===== config.mk =====
export PLATFORM = sky130hd
export DESIGN_NAME = interrupt_controller
export DESIGN_NICKNAME = d
export VERILOG_FILES = /design/src/rtl/interrupt_controller.sv
export SDC_FILE = /design/constraint.sdc
export NUM_CORES = 1
export LEC_CHECK = 0
export BUFFER_PORTS_ARGS = -buffer_cell sky130_fd_sc_hd__clkbuf_2
export CORE_AREA = 2 2 54 56
export CTS_BUF_LIST = sky130_fd_sc_hd__clkbuf_2 sky130_fd_sc_hd__clkbuf_4 sky130_fd_sc_hd__clkbuf_8
export DETAILED_ROUTE_END_ITERATION = 12
export DIE_AREA = 0 0 56 58
export GPL_TIMING_DRIVEN = 0
export MAX_ROUTING_LAYER = met4
export PLACE_DENSITY = 0.76
export SLEW_MARGIN = 10
export SYNTH_ARGS = -nofsm -noshare
export SYNTH_HDL_FRONTEND = slang
export SYNTH_SLANG_ARGS = --single-unit

===== constraint.sdc =====
create_clock -name clk -period 1.5 [get_ports clk]
set_clock_uncertainty 0.2 [all_clocks]
set_input_delay 0.075 -clock clk [delete_from_list [all_inputs] [get_ports clk]]
set_output_delay 0.075 -clock clk [all_outputs]
set_load 0.01 [all_outputs]

===== src/rtl/interrupt_controller.sv =====
// ============================================================================
// Module      : interrupt_controller
// Description : Prioritised edge-latched interrupt controller with mask,
//               IntAck/DrData vector handshake and spurious-ack handling.
// Revision    : 1.0 - initial release
// ============================================================================
`default_nettype none

module interrupt_controller #(
  parameter int          NUM_SRC  = 4,
  parameter logic [31:0] VEC_BASE = 32'h0000_0010
) (
  input  logic               clk,
  input  logic               rst,
  input  logic [NUM_SRC-1:0] irq,
  input  logic               ie,
  input  logic               inta,
  input  logic               dr_data,
  input  logic               mask_wr,
  input  logic [NUM_SRC-1:0] mask_din,
  output logic               int_req,
  output logic [NUM_SRC-1:0] ack_out,
  output logic [31:0]        vec_out,
  output logic               vec_oe,
  output logic [NUM_SRC-1:0] pending,
  output logic [NUM_SRC-1:0] mask,
  output logic               busy
);

  localparam int ID_W = $clog2(NUM_SRC + 1);

  localparam logic [1:0] S_IDLE = 2'd0;
  localparam logic [1:0] S_REQ  = 2'd1;
  localparam logic [1:0] S_ACK  = 2'd2;
  localparam logic [1:0] S_VEC  = 2'd3;

  logic [1:0]         r_state;
  logic [1:0]         w_state_nxt;
  logic [NUM_SRC-1:0] r_irq_q;
  logic               r_arm;
  logic [NUM_SRC-1:0] r_pending;
  logic [NUM_SRC-1:0] r_mask;
  logic [ID_W-1:0]    r_id_q;
  logic [NUM_SRC-1:0] w_edge;
  logic [NUM_SRC-1:0] w_elig;
  logic [ID_W-1:0]    w_win;

  // r_arm stays low for the first cycle after reset so lines already high
  // while in reset are absorbed into r_irq_q instead of looking like edges.
  assign w_edge = irq & ~r_irq_q & {NUM_SRC{r_arm}};
  assign w_elig = r_pending & ~r_mask;

  // Lowest index wins; NUM_SRC encodes "nothing eligible".
  always_comb begin
    w_win = ID_W'(NUM_SRC);
    for (int i = NUM_SRC - 1; i >= 0; i--) begin
      if (w_elig[i]) w_win = ID_W'(i);
    end
  end

  always_ff @(posedge clk or posedge rst) begin
    if (rst) begin
      r_irq_q <= '0;
      r_arm   <= 1'b0;
      r_mask  <= '1;
    end else begin
      r_irq_q <= irq;
      r_arm   <= 1'b1;
      if (mask_wr) r_mask <= mask_din;
    end
  end

  // Set has priority over the acknowledge clear.
  always_ff @(posedge clk or posedge rst) begin
    if (rst) r_pending <= '0;
    else     r_pending <= (r_pending & ~ack_out) | w_edge;
  end

  always_ff @(posedge clk or posedge rst) begin
    if (rst) begin
      r_id_q <= '0;
    end else if (inta) begin
      if (r_state == S_IDLE)     r_id_q <= ID_W'(NUM_SRC);
      else if (r_state == S_REQ) r_id_q <= w_win;
    end
  end

  always_ff @(posedge clk or posedge rst) begin
    if (rst) r_state <= S_IDLE;
    else     r_state <= w_state_nxt;
  end

  always_comb begin
    w_state_nxt = r_state;
    case (r_state)
      S_IDLE: begin
        if (inta)                 w_state_nxt = S_ACK;
        else if ((|w_elig) && ie) w_state_nxt = S_REQ;
      end
      S_REQ: begin
        if (inta)          w_state_nxt = S_ACK;
        else if (~|w_elig) w_state_nxt = S_IDLE;
      end
      S_ACK:   w_state_nxt = S_VEC;
      S_VEC: begin
        if (dr_data) w_state_nxt = S_IDLE;
      end
      default: w_state_nxt = S_IDLE;
    endcase
  end

  always_comb begin
    int_req = (r_state == S_REQ);
    busy    = (r_state != S_IDLE);
    vec_oe  = (r_state == S_VEC) && dr_data;
    vec_out = vec_oe ? (VEC_BASE + 32'(r_id_q)) : 32'd0;
    ack_out = '0;
    for (int i = 0; i < NUM_SRC; i++) begin
      ack_out[i] = (r_state == S_ACK) && (r_id_q == ID_W'(i));
    end
  end

  assign pending = r_pending;
  assign mask    = r_mask;

endmodule

`default_nettype wire

# == Yosys cells after proc, flatten, opt, wreduce, memory -nomap -nowiden ==
# Cells that the tools add are included.
# word_totals
ff_bits,18
wordCells,50
out_inout_bits,47
input_bits,14
# classes
n_mux,13
n_addsub,1
eq_ne,9
n_bitwise,8
n_reduce_logical,13
# op_table
cell,n
3-bit 2-to-1 mux,6
4-bit AND,4
4-bit inverter,3
2-bit 2-to-1 mux,5
2-bit case mux with 4 select lines,1
"5-bit by 3-bit adder with 6-bit output, first input constant",1
"3-bit by 2-bit equality test with 1-bit output, second input constant",2
1-bit logical AND,6
6-bit 2-to-1 mux,1
"2-bit equality test, second input constant",2
4-bit bitwise OR,1
2-bit nonzero test,2
4-bit OR reduction,1
"3-bit by 1-bit equality test with 1-bit output, second input constant",1
3-bit zero test,1
"3-bit by 2-bit != test with 1-bit output, second input constant",1
"3-bit != test, second input constant",1
3-bit AND reduction,1
"2-bit by 1-bit equality test with 1-bit output, second input constant",1
2-bit zero test,1
"2-bit != test, second input constant",1
2-bit AND reduction,1

# == Logic depth before layout (Yosys ltp) ==
# Gate-level depths: netlist of run 1.
# logic_depth
word_depth,8
depth_mapped,5
mapped_depth_nobuf,3

# == Worst setup path before layout of run 1 ==
# OpenSTA, ideal clock, no wires.
# synth_path
path_kind,register to register
from,"register r_mask[2], in the netlist mask[2]"
to,register r_state[0]
required_ns,1.171
synth_period_minus_slack_ns,1.605
n_path_buf,0
arrival_ns,1.275
path_stages_with_launch,4
path_slack_ns,-0.105
cell_sequence,dfstp_2 > nor2b_4 > or4b_4 > o2bb2ai_1
# synth_via
elab_chain_cells,6
word_cells_on_any_way,7
classes_between,eq/ne (2); bitwise (2); reduce/logical (3)
# synth_lines
item,line,rtl
from (decl),42,logic [NUM_SRC-1:0] r_mask;
from (signal assigned),69,if (mask_wr) r_mask <= mask_din;
4-bit inverter (*),51,assign w_elig = r_pending & ~r_mask;
4-bit AND (*),51,
4-bit OR reduction (*),"98, 102",
1-bit logical AND,98,else if ((|w_elig) && ie) w_state_nxt = S_REQ;
3-bit by 2-bit != test with 1-bit output (no source line),--,
3-bit AND reduction (no source line) (*),--,
to (signal assigned),90,else r_state <= w_state_nxt;
to (decl),37,logic [1:0] r_state;
# Mark *: on every way between the ends. The rest lies on a longest branch, timed or not.
# A chain may end at the register's enable or synchronous reset.

# == Worst setup path after layout of run 1 ==
# layout_path
from,register r_id_q[1]
to,output port ack_out[0]
# layout_via
elab_chain_cells,2
# layout_lines
item,line,rtl
from (decl),43,logic [ID_W-1:0] r_id_q;
from (signal assigned),83,if (r_state == S_IDLE) r_id_q <= ID_W'(NUM_SRC);
from (signal assigned),84,else if (r_state == S_REQ) r_id_q <= w_win;
3-bit zero test,119,ack_out[i] = (r_state == S_ACK) && (r_id_q == ID_W'(i));
1-bit logical AND,119,
to (decl),22,"output logic [NUM_SRC-1:0] ack_out,"
# No other way between the ends.

==> summary.txt, run 1 <==
Worst setup path
  – CP Max Fanout: 3
  – Crit-path max cell delay: 420 ps
  – Worst path cell trace: or3b_4 > nor3_4 > buf_2
  – R2R Setup Slk: -80 ps
  – Crit path buffers/inverters: 1
  – Critical Path RT: 1220 ps
  – CP delay by family, top: simple AND/OR/NAND/NOR gates
  – Arrival time worst endpoint: 1430 ps
  – Worst R2R Start: mask[3]
  – Crit. End Element: output pin
  – Worst Path Class, Setup: flop to output pin
  – Crit path from: r_id_q[1]
  – Worst path slowest cell: or3b_4
  – CP startpoint kind: flop

Run status
  – Status: finished, violations left
  – Failing checks: negative setup slack

Synthesis
  – Sequential area share after synthesis: 44.1%
  – Mapped Avg Cell Area: 9.93 µm²
  – Most frequent cell after synthesis: buf_4
  – Synth Register Bits: 18
  – Top cells by count, synth: buf_4, dfrtp_1, nor2_1, nand2_1
  – Main flop type after synthesis: dfrtp_1
  – Post-synth EDFFs: 0
  – Largest cells by area after synthesis: dfrtp_1, buf_4, dfstp_2, nand3b_1, nor2_1
  – Synth top area share: 33.9%
  – Largest area contributor in the netlist: dfrtp_1
  – Distinct cells, synth: 31
  – Synth warn: 0
  – Cell count after synthesis: 104
  – Cell area after synthesis: 1030 µm²
  – Asr flop ratio synth: 100%

Final layout
  – Area grow syn2layout: 64.8%
  – Register area: 457 µm²
  – Layout net count: 208
  – Inserted Diodes: 0
  – Finished Layout Cells: 224
  – Area of the multi-input gates: 499 µm²
  – Layout cells sized above 1: 54.4%
  – Fillers: 214

STA
  – Tcrit/Tclk final: 114%
  – Slew headroom: 56.1%
  – Worst setup margin: -207 ps
  – FMAX: 586 MHz
  – Setup-failing EPs final: 12
  – Slew @ Worst Pin: 658 ps
  – Final Hold Viols: 0
  – RSZ-0062 raised after global routing: yes
  – Crit path time final: 1710 ps
  – Worst hold slack: 189 ps
  – Max-slew violations: 0

Routing
  – Drt first pass iters: 4
  – Starting DRT DRC Count: 8
  – Routed Wire Length: 2540 µm
  – Vias: 929
  – DRC: 0
  – Via density: 4.15
  – Post-DR wirelength/cell: 11.3 µm
  – Post-route ant nets: 0

Die
  – Die Y: 58 µm
  – Initial core utilization: 38.8%
  – Row cnt: 19
  – Total Die Area: 3250 µm²
  – Num ports: 61
  – Core ar.: 2660 µm²
  – Die Wd: 56 µm

Clock tree
  – Worst-case clock buffer depth: 2
  – Clk slew on worst S/H paths: 100 ps
  – CTS sink count: 18
  – Clk_lat worst skew: 300 ps
  – CTS tree: yes
  – CTS buffer count: 3
  – H-tree levels: 1
  – Clk root buf: clkbuf_4

Power and ir drop
  – Peak supply drop: 964 µV
  – Power Dens Cells: 1250 nW/µm²
  – Leakage: 0.921 nW

Worst hold path
  – Worst Hold Class: input pin to async pin

Place
  – Port Buffers: 32
  – GPL Wtd Cong: 0.780
  – # placed instances: 194

GRT
  – Initial antenna violation count: 0
  – Vias in the first global route: 836
  – Total GRT Usage: 15.6%
  – First-pass GRT wire length: 3770 µm
  – Largest net degree at the start of global routing: 19
  – GRT overflow: 0

Run
  – Max Cap Viol: 0
power breakdown:
part | internal, mW | switching [mW]
sequential | 0.610 | 0.108
combinational | 0.632 | 0.493
clock | 0.122 | 0.154
layout by cell type, fill, tap and decap left out, drive strengths merged:
master,Yosys,layout
nand2,6,6
nor2,7,7
a21oi,1,1
mux2,4,4
o31ai,1,1
nand2b,3,3
or3b,1,1
and2,3,3
and3,1,1
or2b,1,1
or4b,1,1
nor2b,5,5
o41ai,1,1
nor3,3,3
nand3b,4,4
o22ai,1,1
dfstp,4,4
o21ai,3,3
buf,30,53
inv,4,4
dfrtp,14,14
a31oi,1,1
conb,2,29
or2,1,1
clkbuf,1,27
dlygate4sd3,0,13
o2bb2ai,1,1
per-layer routing:
metal  routed length [µm]  vias to the layer above  global-route usage [%]
met5                    0                        -                       -
met4                   23                        0                    4.08
met3                  226                        3                    4.69
met2                 1250                       58                    27.9
met1                 1040                      411                    17.0
li1                     -                      457                       -
registers in the layout, summed over array words and instances, names as in the netlist:
signal and cells:
r_state 2, r_arm 1, r_irq_q 4, pending 4
mask 4, r_id_q 3
cells by family after synthesis:
| kind of cell | share of synthesized area, % |
|---|---|
| AO/OA/AOI/OAI | 6.18 |
| AND/OR/NAND/NOR | 21.2 |
| flip-flops | 44.1 |
| multiplexers | 4.36 |
| buffers and inverters | 23.4 |
| other | 0.728 |
repair_timing:
item                                    4_1_cts  5_1_grt
pin swaps                                     4       11
setup buffers                                10        6
endpoints found under the setup margin       11       16
endpoints found under the hold margin        30        0
hold buffers                                 13        0
resized for setup                            12       24
final cells by class:
type                            instances  area share, %
Multi-Input combinational cell         78           29.3
Timing Repair Buffer                   59           25.2
Sequential cell                        18           26.8
Clock buffer                            4           1.76
Buffer                                 30           13.7
Tap cell                               31           2.28
Inverter                                4          0.882
worst min-delay path: stages:
cell and delay (ps):
dlygate4sd3_1 530, clkbuf_2 100, inv_1 480
stage by stage:
step | TNS (ps) | util, % | instance area (µm²) | power, mW | setup WS [ps]
detailed placement | -206 | 50.1 | 1340 | 1.41 | -108
finish | -943 | 63.9 | 1700 | 2.12 | -207
global route | -1640 | 63.9 | 1700 | 2.25 | -258
CTS | -1580 | 60.7 | 1620 | 1.93 | -260
floorplan | -161 | - | 1140 | 1.19 | -90.1
global placement | -159 | 50.1 | 1340 | 1.39 | -88.9
final timing paths:
check                             end  cells after the start
max in group asynchronous  r_state[1]                      3
setup / recovery           ack_out[0]                      3
min in group clk           r_irq_q[3]                      2
hold reg to reg            pending[2]                      1
setup reg to reg           r_state[0]                      3
hold / removal             r_irq_q[1]                      3
Note: power is estimated with default switching activity, not from simulation.
==> run 2: changes to the inputs <==
Settings changed: CORE_AREA 2 2 54 56 to 2 2 50 52, DIE_AREA 0 0 56 58 to 0 0 52 54, PLACE_DENSITY 0.76 to 0.84, TNS_END_PERCENT set to 5.
Clock period 1.5 ns to 2.1 ns, I/O delays scaled along.
==> run 2 against run 1 <==
- the flow now finishes without violations
- clock power shrank 31%
- register-to-register slack gained 560 ps
- via count shrank 4.3%
- critical path depth grew 2
- critical path type unchanged
==> summary.txt, run 2 (synthesis gave the netlist of run 1 again) <==
Routing
  – Vias: 889 (-4.3%)
  – Routed Wire Length: 2130 µm (-16%)
  – Via density: 4.19 (+1.1%)
  – Drt first pass iters: 4 (unchanged)
  – Post-DR wirelength/cell: 10.0 µm (-12%)
  – Starting DRT DRC Count: 7 (-1)
  – Post-route ant nets: 0 (unchanged)
  – DRC: 0 (unchanged)

GRT
  – Initial antenna violation count: 0 (unchanged)
  – Total GRT Usage: 15.6% (+0.021 points)
  – Largest net degree at the start of global routing: 19 (unchanged)
  – Vias in the first global route: 745 (-11%)
  – GRT overflow: 0 (unchanged)
  – First-pass GRT wire length: 3170 µm (-16%)

Final layout
  – Layout cells sized above 1: 42.3% (-12 points)
  – Most frequent cells in the layout: clkbuf_2, buf_4, conb_1
  – Fillers: 200 (-6.5%)
  – Layout net count: 197 (-5.3%)
  – Area grow syn2layout: 46.4%
  – Inserted Diodes: 0 (unchanged)
  – Commonest non-fill, non-tap cell in the layout: clkbuf_2

Clock tree
  – H-tree levels: 1 (unchanged)
  – CTS tree: yes
  – Cts repair resizes: 0 (-12)
  – CTS sink count: 18 (unchanged)
  – Worst-case clock buffer depth: 2 (unchanged)
  – CTS buffer count: 3 (unchanged)
  – Clk root buf: clkbuf_4
  – Clk slew on worst S/H paths: 100 ps (about the same)
  – Clk_lat worst skew: 290 ps (about the same)

Power and ir drop
  – Leakage: 0.814 nW (-12%)
  – Peak supply drop: 584 µV (-39%)
  – Power Dens Cells: 807 nW/µm² (-35%)

Worst setup path
  – CP delay by family, top: buffers and inverters
  – Crit-path max cell delay: 330 ps (-90 ps)
  – CP Max Fanout: 9 (+6)
  – Worst path slowest cell: dfrtp_1
  – Crit path buffers/inverters: 3 (+2)
  – Crit path from: r_state[0]
  – R2R Setup Slk: 480 ps (+560 ps)
  – Worst Path Class, Setup: flop to output pin
  – CP startpoint kind: flop
  – Worst R2R Start: mask[3]
  – Reg2Reg Depth: 3 (unchanged)
  – Worst path cell trace: buf_2 > and3_1 > clkbuf_1 > and2_1 > clkbuf_2
  – Critical Path RT: 1790 ps (+570 ps)
  – Arrival time worst endpoint: 1550 ps (+120 ps)
  – Worst reg2reg path endpoint: r_id_q[2]
  – CP endpoint: vec_out[1]
  – Cell depth of the worst setup path: 5 (+2)
  – Crit. End Element: output pin

Place
  – DP HPWL: 1610 µm
  – GPL Wtd Cong: 0.754 (-3.4%)
  – DP Worst Slack: 477 ps (+586 ps)
  – Port Buffers: 32 (unchanged)

Worst hold path
  – Worst Hold Class: input pin to flop

STA
  – Setup-failing EPs final: 0 (-12)
  – Tcrit/Tclk final: 88.4%
  – Final Hold Viols: 0 (unchanged)
  – Slew headroom: 55.0% (-1.1 points)
  – Slew @ Worst Pin: 674 ps (+16.1 ps)
  – RSZ-0062 raised after global routing: no
  – FMAX: 539 MHz
  – Max-slew violations: 0 (unchanged)
  – Crit path time final: 1860 ps
  – Sum of negative setup slack: 0 ps (+943 ps)
  – Worst setup margin: 243 ps (+450 ps)

Die
  – Die Wd: 52 µm (-7.1%)
  – Num ports: 61 (unchanged)
  – Total Die Area: 2810 µm² (-14%)
  – Initial core utilization: 44.5% (+5.7 points)
  – Die Y: 54 µm (-6.9%)
  – Row cnt: 18 (-1)
  – Core ar.: 2320 µm² (-13%)

Run status
  – Status: completed

Run
  – Max Cap Viol: 0 (unchanged)
-- run 2: cell type report --
cell class	instances	area, µm²	area share (%)
plain buffers	31	226	15.0
clock buffers	4	30.0	1.99
flip-flops and latches	18	455	30.1
inverters	4	15.0	0.993
well taps	30	37.5	2.48
multi-input cells	78	437	28.9
repair buffers	47	310	20.5
-- run 2: worst min path at each step --
stage                          start    endpoint  slack, ps  cells past startpoint
final                        dr_data  r_state[1]        190                      4
after global routing      r_irq_q[2]  pending[2]        240                      1
after CTS                    dr_data  r_state[1]        200                      4
after detailed placement         rst  r_irq_q[3]         10                      2
after global placement           rst  r_irq_q[1]         -9                      2
after floorplan                  rst  pending[0]       -160                      1
-- run 2: metal layers --
metal	GRT usage (%)	vias to the layer above	wire length, µm
met5	-	-	0
met4	3.95	0	14
met3	2.22	3	258
met2	28.7	59	996
met1	17.9	392	859
li1	-	435	-
-- run 2: what timing repair did --
action | CTS | global route
hold buffers | 15 | 0
buffers inserted | 0 | 0
hold endpoints to repair | 30 | 0
setup endpoints to repair | 0 | 0
-- run 2: where the power goes --
group / switching, mW / internal, mW
Clock: 0.103 / 0.0868
Sequential: 0.0852 / 0.434
Combinational: 0.256 / 0.254
-- run 2: per-stage QoR --
step | area (µm²) | util (%) | power, mW | hold slack (ps) | instances
final | 1510 | 65.2 | 1.22 | 188 | 212
after floorplan | 1130 | - | 0.847 | -159 | 131
after global routing | 1510 | 65.2 | 1.30 | 243 | 212
after CTS | 1510 | 65.2 | 1.22 | 203 | 212
after global placement | 1330 | 57.4 | 0.986 | -8.93 | 193
after detailed placement | 1330 | 57.4 | 1.01 | 11.1 | 193
-- run 2: worst register-to-register path, cell delays in order (launching register included) --
cell	delay (ps)
dfstp_2	570
nor2b_1	80
or4b_4	530
a31oi_2	180
==> run 3: changes to the inputs <==
Settings changed: CORE_AREA 2 2 50 52 to 2 2 52 54, DIE_AREA 0 0 52 54 to 0 0 54 56, PLACE_DENSITY 0.84 to 0.78.
Clock period 2.1 ns to 1.8 ns, I/O delays scaled along.
==> run 3 against run 2 <==
- the flow now finishes with violations (negative setup slack)
- clock-buffer cell count unchanged
- hold slack got worse by 180 ps
- critical path depth decreased by 2
- critical path type unchanged
- largest power group is now combinational cells
==> summary.txt, run 3 (synthesis gave the netlist of run 1 again) <==
Routing
  – DRC: 0 (unchanged)
  – Vias: 915 (+2.9%)
  – Routed Wire Length: 2090 µm (-1.6%)
  – Starting DRT DRC Count: 9 (+2)
  – Post-DR wirelength/cell: 9.88 µm (-1.6%)
  – Post-route ant nets: 0 (unchanged)
  – Via density: 4.32 (+2.9%)
  – Drt first pass iters: 4 (unchanged)

Clock tree
  – Clk slew on worst S/H paths: 100 ps (about the same)
  – Clk root buf: clkbuf_4
  – CTS buffer count: 3 (unchanged)
  – Worst-case clock buffer depth: 2 (unchanged)
  – CTS tree: yes
  – CTS sink count: 18 (unchanged)
  – H-tree levels: 1 (unchanged)
  – Clk_lat worst skew: 300 ps (about the same)

Worst setup path
  – Worst path cell trace: or3b_4 > nor3_4 > buf_2
  – Critical Path RT: 1510 ps (-280 ps)
  – Crit path from: r_id_q[2]
  – CP Max Fanout: 4 (-5)
  – Crit. End Element: output pin
  – Crit-path max cell delay: 430 ps (+100 ps)
  – Arrival time worst endpoint: 1530 ps (-20 ps)
  – Worst R2R Start: mask[2]
  – Crit path buffers/inverters: 1 (-2)
  – CP startpoint kind: flop
  – Worst Path Class, Setup: flop to output pin
  – CP delay by family, top: simple AND/OR/NAND/NOR gates
  – Worst path slowest cell: or3b_4

Place
  – Placed cell area: 1330 µm² (unchanged)
  – DP Worst Slack: 183 ps (-294 ps)
  – GPL Wtd Cong: 0.776 (+2.9%)
  – Port Buffers: 32 (unchanged)
  – DP HPWL: 1560 µm (-3.2%)
  – # placed instances: 193 (unchanged)

GRT
  – Total GRT Usage: 14.8% (-0.79 points)
  – First-pass GRT wire length: 3220 µm (+1.5%)
  – GRT overflow: 0 (unchanged)
  – Largest net degree at the start of global routing: 19 (unchanged)
  – Vias in the first global route: 791 (+6.2%)
  – Initial antenna violation count: 0 (unchanged)

Final layout
  – Area of the multi-input gates: 447 µm² (+2.3%)
  – Layout net count: 197 (unchanged)
  – Area grow syn2layout: 47.9%
  – Inserted Diodes: 0 (unchanged)
  – Register area: 457 µm² (+0.27%)
  – Layout cells sized above 1: 44.5% (+2.2 points)
  – Most frequent cells in the layout: clkbuf_2, buf_4, conb_1
  – Commonest non-fill, non-tap cell in the layout: clkbuf_2
  – Finished Layout Cells: 212 (unchanged)
  – Fin area: 1530 µm² (+0.99%)
  – Fillers: 215 (+7.5%)

Die
  – Total Die Area: 3020 µm² (+7.7%)
  – Initial core utilization: 42.4% (-2.1 points)
  – Die Y: 56 µm (+3.7%)
  – Core ar.: 2430 µm² (+4.9%)
  – Row cnt: 18 (unchanged)
  – Die Wd: 54 µm (+3.8%)
  – Num ports: 61 (unchanged)

Power and ir drop
  – Leakage: 0.819 nW (+0.52%)
  – Peak supply drop: 609 µV (+4.4%)
  – Power Dens Cells: 965 nW/µm² (+20%)

STA
  – Slew @ Worst Pin: 661 ps (-13.1 ps)
  – RSZ-0062 raised after global routing: yes
  – Crit path time final: 1820 ps
  – Slew headroom: 55.9% (+0.87 points)
  – Final Hold Viols: 0 (unchanged)
  – FMAX: 548 MHz
  – Max-slew violations: 0 (unchanged)
  – Worst hold slack: 11.7 ps (-176 ps)
  – Setup-failing EPs final: 1 (+1)
  – Worst setup margin: -23.2 ps (-267 ps)
  – Tcrit/Tclk final: 101%

Run status
  – Status: finished, violations left
  – Failing checks: negative setup slack

Run
  – Max Cap Viol: 0 (unchanged)

Worst hold path
  – HP Start: dr_data
  – Worst Hold Class: input pin to flop
[run 3: cell type report]
class / instances / area share [%]
timing repair buffer: 48 / 20.8
tap: 30 / 2.46
buffer: 30 / 14.6
multi-input combinational: 78 / 29.3
sequential: 18 / 29.9
inverter: 4 / 0.984
clock buffer: 4 / 1.97
[run 3: through the flow]
stage | utilization (%) | power, mW | setup TNS [ps]
2_1_floorplan | - | 0.989 | 0
3_3_place_gp | 54.7 | 1.15 | 0
3_5_place_dp | 54.7 | 1.17 | 0
4_1_cts | 62.0 | 1.43 | -4.20
5_1_grt | 62.8 | 1.58 | -117
6_report | 62.8 | 1.47 | -23.2
[run 3: path summary, 6_finish.rpt]
kind                       slack [ps]  cells after the start    endpoint
max                               -20                      3  ack_out[0]
min                                10                      3  r_state[1]
max reg2reg                       190                      3  r_state[0]
min reg2reg                       250                      1  pending[2]
max in group asynchronous         730                      3  r_state[1]
min in group asynchronous         210                      3  r_irq_q[0]
[run 3: worst reg2reg max path: stages, from the launching register on]
cell	delay [ps]
dfstp_2	580
nor2b_4	50
or4b_4	540
o2bb2ai_1	150
[run 3: what timing repair did]
action	CTS	global route
gates resized for setup	1	4
endpoints found under the hold margin	30	0
pin swaps	0	2
hold buffers	15	0
setup buffers	0	1
endpoints found under the setup margin	5	5
[run 3: routing by layer]
layer  wire length, µm  global-route usage [%]  vias up
met5                 0                       -        -
met4                65                    9.29        0
met3               246                    1.61        7
met2               918                    22.8       62
met1               865                    18.1      411
li1                  -                       -      435
[run 3: report_power, final]
group | switching [mW] | internal (mW) | total, mW | leakage, nW
sequential | 0.0937 | 0.509 | 0.602 | 0.197
combinational | 0.323 | 0.324 | 0.647 | 0.604
clock | 0.122 | 0.101 | 0.224 | 0.0184
total | 0.539 | 0.934 | 1.47 | 0.819
